$ cat src/rtl/alu_pkt_ctrl_pkg.sv
// Shared types and constants for the UART packet sequencer in front of the
// 32-bit ALU: operation codes, wire opcodes, header geometry and FSM states.
package alu_pkt_ctrl_pkg;

   typedef enum logic [2:0] {
      OP_ADD,
      OP_SUB,
      OP_AND,
      OP_OR,
      OP_XOR,
      OP_MUL
   } op_t;

   localparam logic [7:0] OPC_ECHO = 8'hEC;
   localparam logic [7:0] OPC_ADD  = 8'h10;
   localparam logic [7:0] OPC_SUB  = 8'h11;
   localparam logic [7:0] OPC_AND  = 8'h12;
   localparam logic [7:0] OPC_OR   = 8'h13;
   localparam logic [7:0] OPC_XOR  = 8'h14;
   localparam logic [7:0] OPC_MUL  = 8'h15;

   localparam int HDR_BYTES  = 4;
   localparam int WORD_BYTES = 4;

   typedef enum logic [3:0] {
      S_OPC,
      S_RSV,
      S_LENL,
      S_LENH,
      S_DISP,
      S_ECHO,
      S_WORD0,
      S_WORDN,
      S_REQ,
      S_WAIT,
      S_TX,
      S_DRAIN
   } state_t;

   // Unknown opcodes map to OP_ADD so the ALU op port has a defined idle value.
   function automatic op_t opc2op(input logic [7:0] opc);
      case (opc)
         OPC_SUB: return OP_SUB;
         OPC_AND: return OP_AND;
         OPC_OR:  return OP_OR;
         OPC_XOR: return OP_XOR;
         OPC_MUL: return OP_MUL;
         default: return OP_ADD;
      endcase
   endfunction

   function automatic logic is_arith(input logic [7:0] opc);
      return (opc >= OPC_ADD) && (opc <= OPC_MUL);
   endfunction

endpackage

$ cat src/rtl/alu_pkt_beat_shift.sv
// Big-endian byte-to-word shift register with a byte counter; word_done fires
// combinationally on the shift that completes a word.
module alu_pkt_beat_shift
   import alu_pkt_ctrl_pkg::*;
(
   input  logic        clk,
   input  logic        rst_n,
   input  logic        clr,
   input  logic        shift_en,
   input  logic [7:0]  din,
   input  logic        load_en,
   input  logic [31:0] load_word,
   output logic [31:0] word,
   output logic        word_done
);

   localparam int CNT_W = $clog2(WORD_BYTES);

   logic [CNT_W-1:0] cnt;

   assign word_done = shift_en && (cnt == CNT_W'(WORD_BYTES - 1));

   always_ff @(posedge clk or negedge rst_n) begin
      if (!rst_n) begin
         cnt  <= '0;
         word <= '0;
      end else begin
         if (clr)
            cnt <= '0;
         else if (shift_en)
            cnt <= cnt + CNT_W'(1);

         if (load_en)
            word <= load_word;
         else if (shift_en)
            word <= {word[23:0], din};
      end
   end

endmodule

$ cat src/rtl/alu_pkt_ctrl.sv
// Packet sequencer between the UART byte streams and the 32-bit ALU: parses a
// 4-byte header, then echoes the payload or folds payload words through the ALU.
module alu_pkt_ctrl
   import alu_pkt_ctrl_pkg::*;
#(
   parameter int unsigned TIMEOUT_CYCLES = 2000000
) (
   input  logic        clk,
   input  logic        rst_n,
   input  logic [7:0]  s_axis_tdata,
   input  logic        s_axis_tvalid,
   output logic        s_axis_tready,
   output logic [7:0]  m_axis_tdata,
   output logic        m_axis_tvalid,
   input  logic        m_axis_tready,
   output op_t         alu_op_o,
   output logic [31:0] alu_a_o,
   output logic [31:0] alu_b_o,
   output logic        alu_valid_o,
   input  logic        alu_ready_i,
   input  logic [31:0] alu_res_i,
   input  logic        alu_res_valid_i,
   output logic        err_o
);

   state_t      state;
   state_t      state_nxt;
   logic        active;
   logic [7:0]  opc_r;
   logic [15:0] len_r;
   logic [15:0] cnt_r;
   logic [13:0] words_left;
   logic [31:0] tmo_cnt;
   logic        err_nxt;

   logic        s_hs;
   logic        m_hs;
   logic        timed;
   logic        tmo_hit;

   logic        sh_clr;
   logic        acc_shift;
   logic        acc_load;
   logic        acc_done;
   logic [7:0]  acc_din;
   logic [31:0] acc;
   logic        b_shift;
   logic        b_done;
   logic [31:0] opb;

   assign s_hs  = s_axis_tvalid & s_axis_tready;
   assign m_hs  = m_axis_tvalid & m_axis_tready;
   assign timed = state inside {S_RSV, S_LENL, S_LENH, S_ECHO, S_WORD0, S_WORDN, S_DRAIN};

   assign tmo_hit = (TIMEOUT_CYCLES != 0) && timed && !s_hs &&
                    (tmo_cnt == 32'(TIMEOUT_CYCLES - 1));

   assign alu_valid_o = (state == S_REQ);
   assign alu_a_o     = alu_valid_o ? acc : '0;
   assign alu_b_o     = alu_valid_o ? opb : '0;
   assign alu_op_o    = opc2op(opc_r);

   // During transmit the accumulator shifts out MSB first, back-filling zeros.
   assign acc_din = (state == S_TX) ? 8'h00 : s_axis_tdata;

   alu_pkt_beat_shift u_acc (
      .clk       (clk),
      .rst_n     (rst_n),
      .clr       (sh_clr),
      .shift_en  (acc_shift),
      .din       (acc_din),
      .load_en   (acc_load),
      .load_word (alu_res_i),
      .word      (acc),
      .word_done (acc_done)
   );

   alu_pkt_beat_shift u_opb (
      .clk       (clk),
      .rst_n     (rst_n),
      .clr       (sh_clr),
      .shift_en  (b_shift),
      .din       (s_axis_tdata),
      .load_en   (1'b0),
      .load_word (32'h0),
      .word      (opb),
      .word_done (b_done)
   );

   // Stream handshakes depend only on the state and the opposite stream.
   always_comb begin
      s_axis_tready = 1'b0;
      m_axis_tvalid = 1'b0;
      m_axis_tdata  = 8'h00;
      case (state)
         S_OPC:   s_axis_tready = active;
         S_RSV, S_LENL, S_LENH, S_WORD0, S_WORDN, S_DRAIN:
                  s_axis_tready = 1'b1;
         S_ECHO: begin
            s_axis_tready = m_axis_tready;
            m_axis_tvalid = s_axis_tvalid;
            m_axis_tdata  = s_axis_tdata;
         end
         S_TX: begin
            m_axis_tvalid = 1'b1;
            m_axis_tdata  = acc[31:24];
         end
         default: ;
      endcase
   end

   always_comb begin
      state_nxt = state;
      err_nxt   = 1'b0;
      sh_clr    = 1'b0;
      acc_shift = 1'b0;
      acc_load  = 1'b0;
      b_shift   = 1'b0;
      case (state)
         S_OPC:  if (s_hs) state_nxt = S_RSV;
         S_RSV:  if (s_hs) state_nxt = S_LENL;
         S_LENL: if (s_hs) state_nxt = S_LENH;
         S_LENH: if (s_hs) state_nxt = S_DISP;
         S_DISP: begin
            sh_clr = 1'b1;
            if (len_r < 16'(HDR_BYTES)) begin
               err_nxt   = 1'b1;
               state_nxt = S_OPC;
            end else if (opc_r == OPC_ECHO) begin
               state_nxt = (len_r == 16'(HDR_BYTES)) ? S_OPC : S_ECHO;
            end else if (is_arith(opc_r) && (len_r >= 16'd8) && (len_r[1:0] == 2'b00)) begin
               state_nxt = S_WORD0;
            end else begin
               // A bad packet with no payload has nothing to drain.
               err_nxt   = 1'b1;
               state_nxt = (len_r == 16'(HDR_BYTES)) ? S_OPC : S_DRAIN;
            end
         end
         S_ECHO, S_DRAIN: begin
            if (s_hs && (cnt_r == 16'd1))
               state_nxt = S_OPC;
         end
         S_WORD0: begin
            acc_shift = s_hs;
            if (acc_done)
               state_nxt = (words_left == '0) ? S_TX : S_WORDN;
         end
         S_WORDN: begin
            b_shift = s_hs;
            if (b_done)
               state_nxt = S_REQ;
         end
         S_REQ: if (alu_ready_i) state_nxt = S_WAIT;
         S_WAIT: begin
            if (alu_res_valid_i) begin
               acc_load  = 1'b1;
               state_nxt = (words_left == 14'd1) ? S_TX : S_WORDN;
            end
         end
         S_TX: begin
            acc_shift = m_hs;
            if (acc_done)
               state_nxt = S_OPC;
         end
         default: state_nxt = S_OPC;
      endcase

      // An inter-byte stall aborts the packet from any byte-consuming state.
      if (tmo_hit) begin
         state_nxt = S_OPC;
         err_nxt   = 1'b1;
      end
   end

   always_ff @(posedge clk or negedge rst_n) begin
      if (!rst_n) begin
         state      <= S_OPC;
         active     <= 1'b0;
         err_o      <= 1'b0;
         opc_r      <= '0;
         len_r      <= '0;
         cnt_r      <= '0;
         words_left <= '0;
         tmo_cnt    <= '0;
      end else begin
         state  <= state_nxt;
         active <= 1'b1;
         err_o  <= err_nxt;

         if (!timed || s_hs || tmo_hit)
            tmo_cnt <= '0;
         else
            tmo_cnt <= tmo_cnt + 32'd1;

         case (state)
            S_OPC:  if (s_hs) opc_r <= s_axis_tdata;
            S_LENL: if (s_hs) len_r[7:0] <= s_axis_tdata;
            S_LENH: if (s_hs) len_r[15:8] <= s_axis_tdata;
            S_DISP: begin
               cnt_r      <= len_r - 16'(HDR_BYTES);
               words_left <= 14'((len_r - 16'(HDR_BYTES)) >> 2) - 14'd1;
            end
            S_ECHO, S_DRAIN: if (s_hs) cnt_r <= cnt_r - 16'd1;
            S_WAIT: if (alu_res_valid_i) words_left <= words_left - 14'd1;
            default: ;
         endcase
      end
   end

endmodule

$ cat config.mk
export PLATFORM = sky130hd
export DESIGN_NAME = alu_pkt_ctrl
export DESIGN_NICKNAME = d
export VERILOG_FILES = /design/src/rtl/alu_pkt_ctrl_pkg.sv /design/src/rtl/alu_pkt_beat_shift.sv /design/src/rtl/alu_pkt_ctrl.sv
export SDC_FILE = /design/constraint.sdc
export NUM_CORES = 1
export LEC_CHECK = 0
export BUFFER_PORTS_ARGS = -buffer_cell sky130_fd_sc_hd__buf_2
export CAP_MARGIN = 20
export CORE_MARGIN = 1.5
export CORE_UTILIZATION = 40
export CTS_BUF_LIST = sky130_fd_sc_hd__clkbuf_8 sky130_fd_sc_hd__clkbuf_16
export DETAILED_ROUTE_END_ITERATION = 10
export GPL_ROUTABILITY_DRIVEN = 0
export PLACE_DENSITY_LB_ADDON = 0.12
export SLEW_MARGIN = 25
export SYNTH_ARGS = -nofsm -noshare
export SYNTH_HDL_FRONTEND = slang
export SYNTH_SLANG_ARGS = --single-unit
$ cat constraint.sdc
create_clock -name clk -period 5.6 [get_ports clk]
set_clock_uncertainty 0.1 [all_clocks]
set_input_delay 1.4 -clock clk [delete_from_list [all_inputs] [get_ports clk]]
set_output_delay 1.4 -clock clk [all_outputs]
set_load 0.01 [all_outputs]
; ---- Word-level counts from Yosys, hierarchy flattened
; Cells that the tools add are included.
[op_classes]
n_addsub = 7
n_lt_le_gt_ge = 4
eq_ne = 35
muxes = 47
bitwise = 2
reduce_logical = 29
[ops]
columns = cell, count
row1 = $mux 32, 5
row2 = $mux 4, 17
row3 = $pmux 4 s11, 1
row4 = $eq 8x5->1 const B, 5
row5 = $add 32x1->32 const B, 1
row6 = $eq 32x21->1 const B, 1
row7 = $pmux 16 s2, 1
row8 = $pmux 14 s2, 1
row9 = $sub 14x1->14 const B, 2
row10 = $ne 3x3->1 const B, 9
row11 = $eq 16x1->1 const B, 1
row12 = $eq 16x3->1 const B, 1
row13 = $eq 4x3->1 const B, 4
row14 = $eq 4x4->1 const B, 4
row15 = $ge 16x4->1 const B, 1
row16 = $lt 16x3->1 const B, 1
row17 = $mux 16, 1
row18 = $pmux 8 s2, 1
row19 = $sub 16x1->16 const B, 1
row20 = $sub 16x3->16 const B, 1
row21 = $pmux 3 s5, 1
row22 = $eq 14x1->1 const B, 1
row23 = $logic_not 14->1, 1
row24 = $mux 14, 1
row25 = other kinds (27), 61
[word_totals]
ff_bits = 160
input_bits = 46
out_inout_bits = 79
elab_cells = 137

; ---- Depth between registers and ports, before layout
[logic_depth]
depth_word = 9
mapped_depth = 10
mapped_depth_nobuf = 9

; ---- Cells and area by module
; Synthesis repeated with hierarchy kept, for this count alone.
[unflattened]
hier_cells = 1043
hier_area_um2 = 9638.0
[by_module_without_submodules]
columns = module, n_inst, cells_each, area_per_inst_um2, seq_area_each_um2
row1 = alu_pkt_ctrl, 1, 749, 6427.4, 2302.2
row2 = alu_pkt_beat_shift, 2, 147, 1605.3, 850.8

; ---- Worst setup path after synthesis
; No wires, ideal clock.
[synth_path]
path_type = input port to output port
start = in s_axis_tvalid
end = out m_axis_tvalid
t_arrival_ps = 1815
required_ps = 4100
path_slack_ps = 2285
path_stages = 3
path_buffers = 1
cell_sequence = clkbuf_1 -> nand2_1 -> nand2_1
[synth_between]
elab_chain_cells = 1
[synth_lines]
columns = item, line_no
row1 = start: declaration, alu_pkt_ctrl.sv:11  ; input logic s_axis_tvalid,
row2 = $pmux 1 s2, alu_pkt_ctrl.sv:95  ; case (state)
row3 = end: declaration, alu_pkt_ctrl.sv:14  ; output logic m_axis_tvalid,
; Every way passes these cells.

; ---- Worst setup path in the final report
[layout_path]
start = reg state[3]
end = out m_axis_tvalid
[layout_between]
elab_chain_cells = 2
word_cells_on_any_way = 3
classes_between = eq/ne: 2 / mux: 1
[layout_lines]
columns = item, line_no
row1 = start: declaration, alu_pkt_ctrl.sv:26  ; state_t state;
row2 = start signal: assignment, alu_pkt_ctrl.sv:186  ; state <= state_nxt;
row3 = $eq 4x4->1 / $eq 4x3->1 (equally long branches), alu_pkt_ctrl.sv:95
row4 = $pmux 1 s2 *, alu_pkt_ctrl.sv:95
; Every way passes the cells marked *; elsewhere a longest branch is shown, timed or not.

==> run metrics <==
status completed; Reg2Reg Depth 7; Area growth syn-to-layout 15.1%; syn avg cell area 9.42 um^2; commonest non-fill, non-tap cell in the layout dfrtp_1; required time worst endpoint 4.10 ns; DRC 0; first-pass GRT wire length 38300 um; final setup fails 0; Final Hold Viols 0; Tot Pwr 5.25 mW; post-cts resize count 0; clk_lat worst skew 0.43 ns; drt total wl 23500 um; Reg-to-Reg Start state[3]; Post-CTS Repair Setup Buffers 0; part of the cycle the worst path needs 69.7%; RR Endpoint u_acc.word[30]; synth unique cells 73; Top FF cell, synth dfrtp_1; clock sink count 160; CP Data Arrival Time 2.40 ns; Vert. Die Dim 154 um; worst path cell trace nand2b_1 -> nor2_1 -> nand2_1 -> nand2_1 -> buf_2; die area 23700 um^2; clock slew at reported path FFs 0.07 ns; ratio of cells with drive above 1 in the final layout 22.9%; vias in the first global route 7025; Cells after Synth 965; Initial Util 41.2%; Hold Path Origin tmo_cnt[0]; All-Layer GR Usage 20.5%; initial antenna violation count 0; grt ovf 0; largest net degree at the start of global routing 86; Sum Neg Setup Slack 0 ns; Hold Path Class flip-flop to flip-flop; Clock Tree Buf Depth 2; Post-synth EDFFs 0; IO Pins 125; asr flop ratio synth 100%; Final min period 3.90 ns; Critical Path Source Type flip-flop; FP Rows 54; Slew @ Worst Pin 1.01 ns; Mapped Nets 1021; ant diodes 0; Root Driver clkbuf_16; register area share after synthesis 44.0%; most frequent cell on the critical path nand2_1; post-layout instance count excluding filler cells 1347; Max-slew headroom 32.3%; hold endpoint tmo_cnt[0]; Worst Path Max Fanout 13; crit end category output pin; most frequent cells in the layout dfrtp_1 (160), buf_2 (123), nand2_1 (92), nor2_1 (83), and3_1 (71); Final Max Tran Viols 0; Leak Pwr 4.68 nW; YS warnings 0; Die W 154 um; nets 1111; PortBufs 124; hold bufs inserted after CTS 0; Max Cap Viol 0; Min-Delay Path Depth 1; Routed Antenna Nets 0; R2R Setup Slk 2.40 ns; CP delay by family, top simple AND/OR/NAND/NOR gates; CTS buffer count 17; Slowest-stage cell, CP nor2_1; Iteration-0 DRC Markers 539; Worst VDD drop 219 uV; synthesized area 9090 um^2; fin area 10500 um^2; power per standard cell area 502 nW/um^2; WP buf/inv 1; final setup margin 1.70 ns; vias 7371; placed instance area 9920 um^2; DP Cell Count 1316; WL/cell 17.5 um; post-synthesis register bit count 160; Max Fclk 256 MHz; Setup CP Type flip-flop to output pin; H-Tree Depth 4; TritonCTS clock tree yes; RSZ-0062 raised after global routing false; drt pass-1 iters 5; vias per cell 5.47; core outline area 22100 um^2; hpwl dp 16400 um; max incr delay on CP 0.63 ns; Place WS 1.97 ns
## metal layers
metal | wire length [um] | part of all wire (%) | track usage (%) | vias up
li1 | - | - | - | 3624
met1 | 12100 | 51 | 29.9 | 3600
met2 | 10400 | 44 | 31.2 | 124
met3 | 753 | 3.2 | 3.27 | 23
met4 | 325 | 1.4 | 6.01 | 0
met5 | 0 | 0 | 0 | -
## cell usage after synthesis, types with 3 or more instances
cell	count	area share (%)
dfrtp_1	160	44
nand2_1	92	3.8
o22ai_1	7	0.48
nor2_1	86	3.5
buf_2	12	0.66
nand4b_1	3	0.29
a211oi_1	3	0.25
buf_4	4	0.33
nor3b_1	4	0.33
and2_1	5	0.34
inv_1	22	0.91
nor4_1	17	1.2
mux2i_1	27	3.0
nand2b_1	11	0.76
clkbuf_1	40	1.7
nand3b_1	3	0.25
o21ai_0	67	3.7
and3_1	71	4.9
o21ai_1	11	0.61
nor3_1	28	1.5
nand4_1	13	0.89
a31oi_1	11	0.76
nor2b_1	12	0.83
or3_1	5	0.34
a22oi_1	5	0.41
mux2_2	55	6.8
o31ai_1	3	0.25
a21oi_1	38	2.1
xnor2_1	33	3.2
or2_2	3	0.21
ha_1	10	1.4
a22o_1	12	1.2
xor2_1	19	1.8
nand3_1	21	1.2
or4_1	3	0.25
## power breakdown
group          internal [mW]  switching (mW)  total [mW]  leakage [nW]
clock                  0.604           0.493        1.10         0.274
combinational          0.883            1.14        2.03          2.40
sequential              1.60           0.530        2.13          2.01
total                   3.09            2.17        5.25          4.68
## sequential cells by signal, indices dropped and copies added, names as in the netlist
name,flops
opc_r,8
u_acc.cnt,2
len_r,16
cnt_r,16
err_o,1
words_left,14
u_opb.cnt,2
tmo_cnt,32
active,1
u_opb.word,32
u_acc.word,32
state,4
## area by class of cell
class                           count  area (um^2)
Fill cell                        2120        11600
Multi-Input combinational cell    724         4780
Sequential cell                   160         4000
Timing Repair Buffer              130          697
Clock buffer                       20          467
Tap cell                          280          350
Clock inverter                     11         82.6
Inverter                           22         82.6
## how the worst max path moves through the flow
| stage | from | end | cells after the start |
|---|---|---|---|
| final | state[3] | m_axis_tvalid | 5 |
| after global routing | state[3] | m_axis_tvalid | 5 |
| after CTS | state[3] | m_axis_tvalid | 5 |
| after detailed placement | m_axis_tready | s_axis_tready | 5 |
| after global placement | m_axis_tready | s_axis_tready | 5 |
| after floorplan | s_axis_tvalid | m_axis_tvalid | 3 |
## stage by stage
| step | hold WS [ns] | utilization [%] |
|---|---|---|
| after detailed placement | 0.386 | 44.9 |
| after floorplan | 0.355 | - |
| after CTS | 0.394 | 47.4 |
| after global placement | 0.379 | 44.8 |
| after global routing | 0.402 | 47.4 |
| final | 0.389 | 47.4 |
## cells by family after synthesis
kind of cell	after synthesis	share of synthesized area (%)
simple gates	393	22.7
compound gates	184	12.7
flops	160	44.0
mux	82	9.78
buf+inv	81	3.85
xor+xnor	54	5.49
fa+ha+maj	10	1.38
other cells	1	0.0412
(Power assumes the default switching activity.)
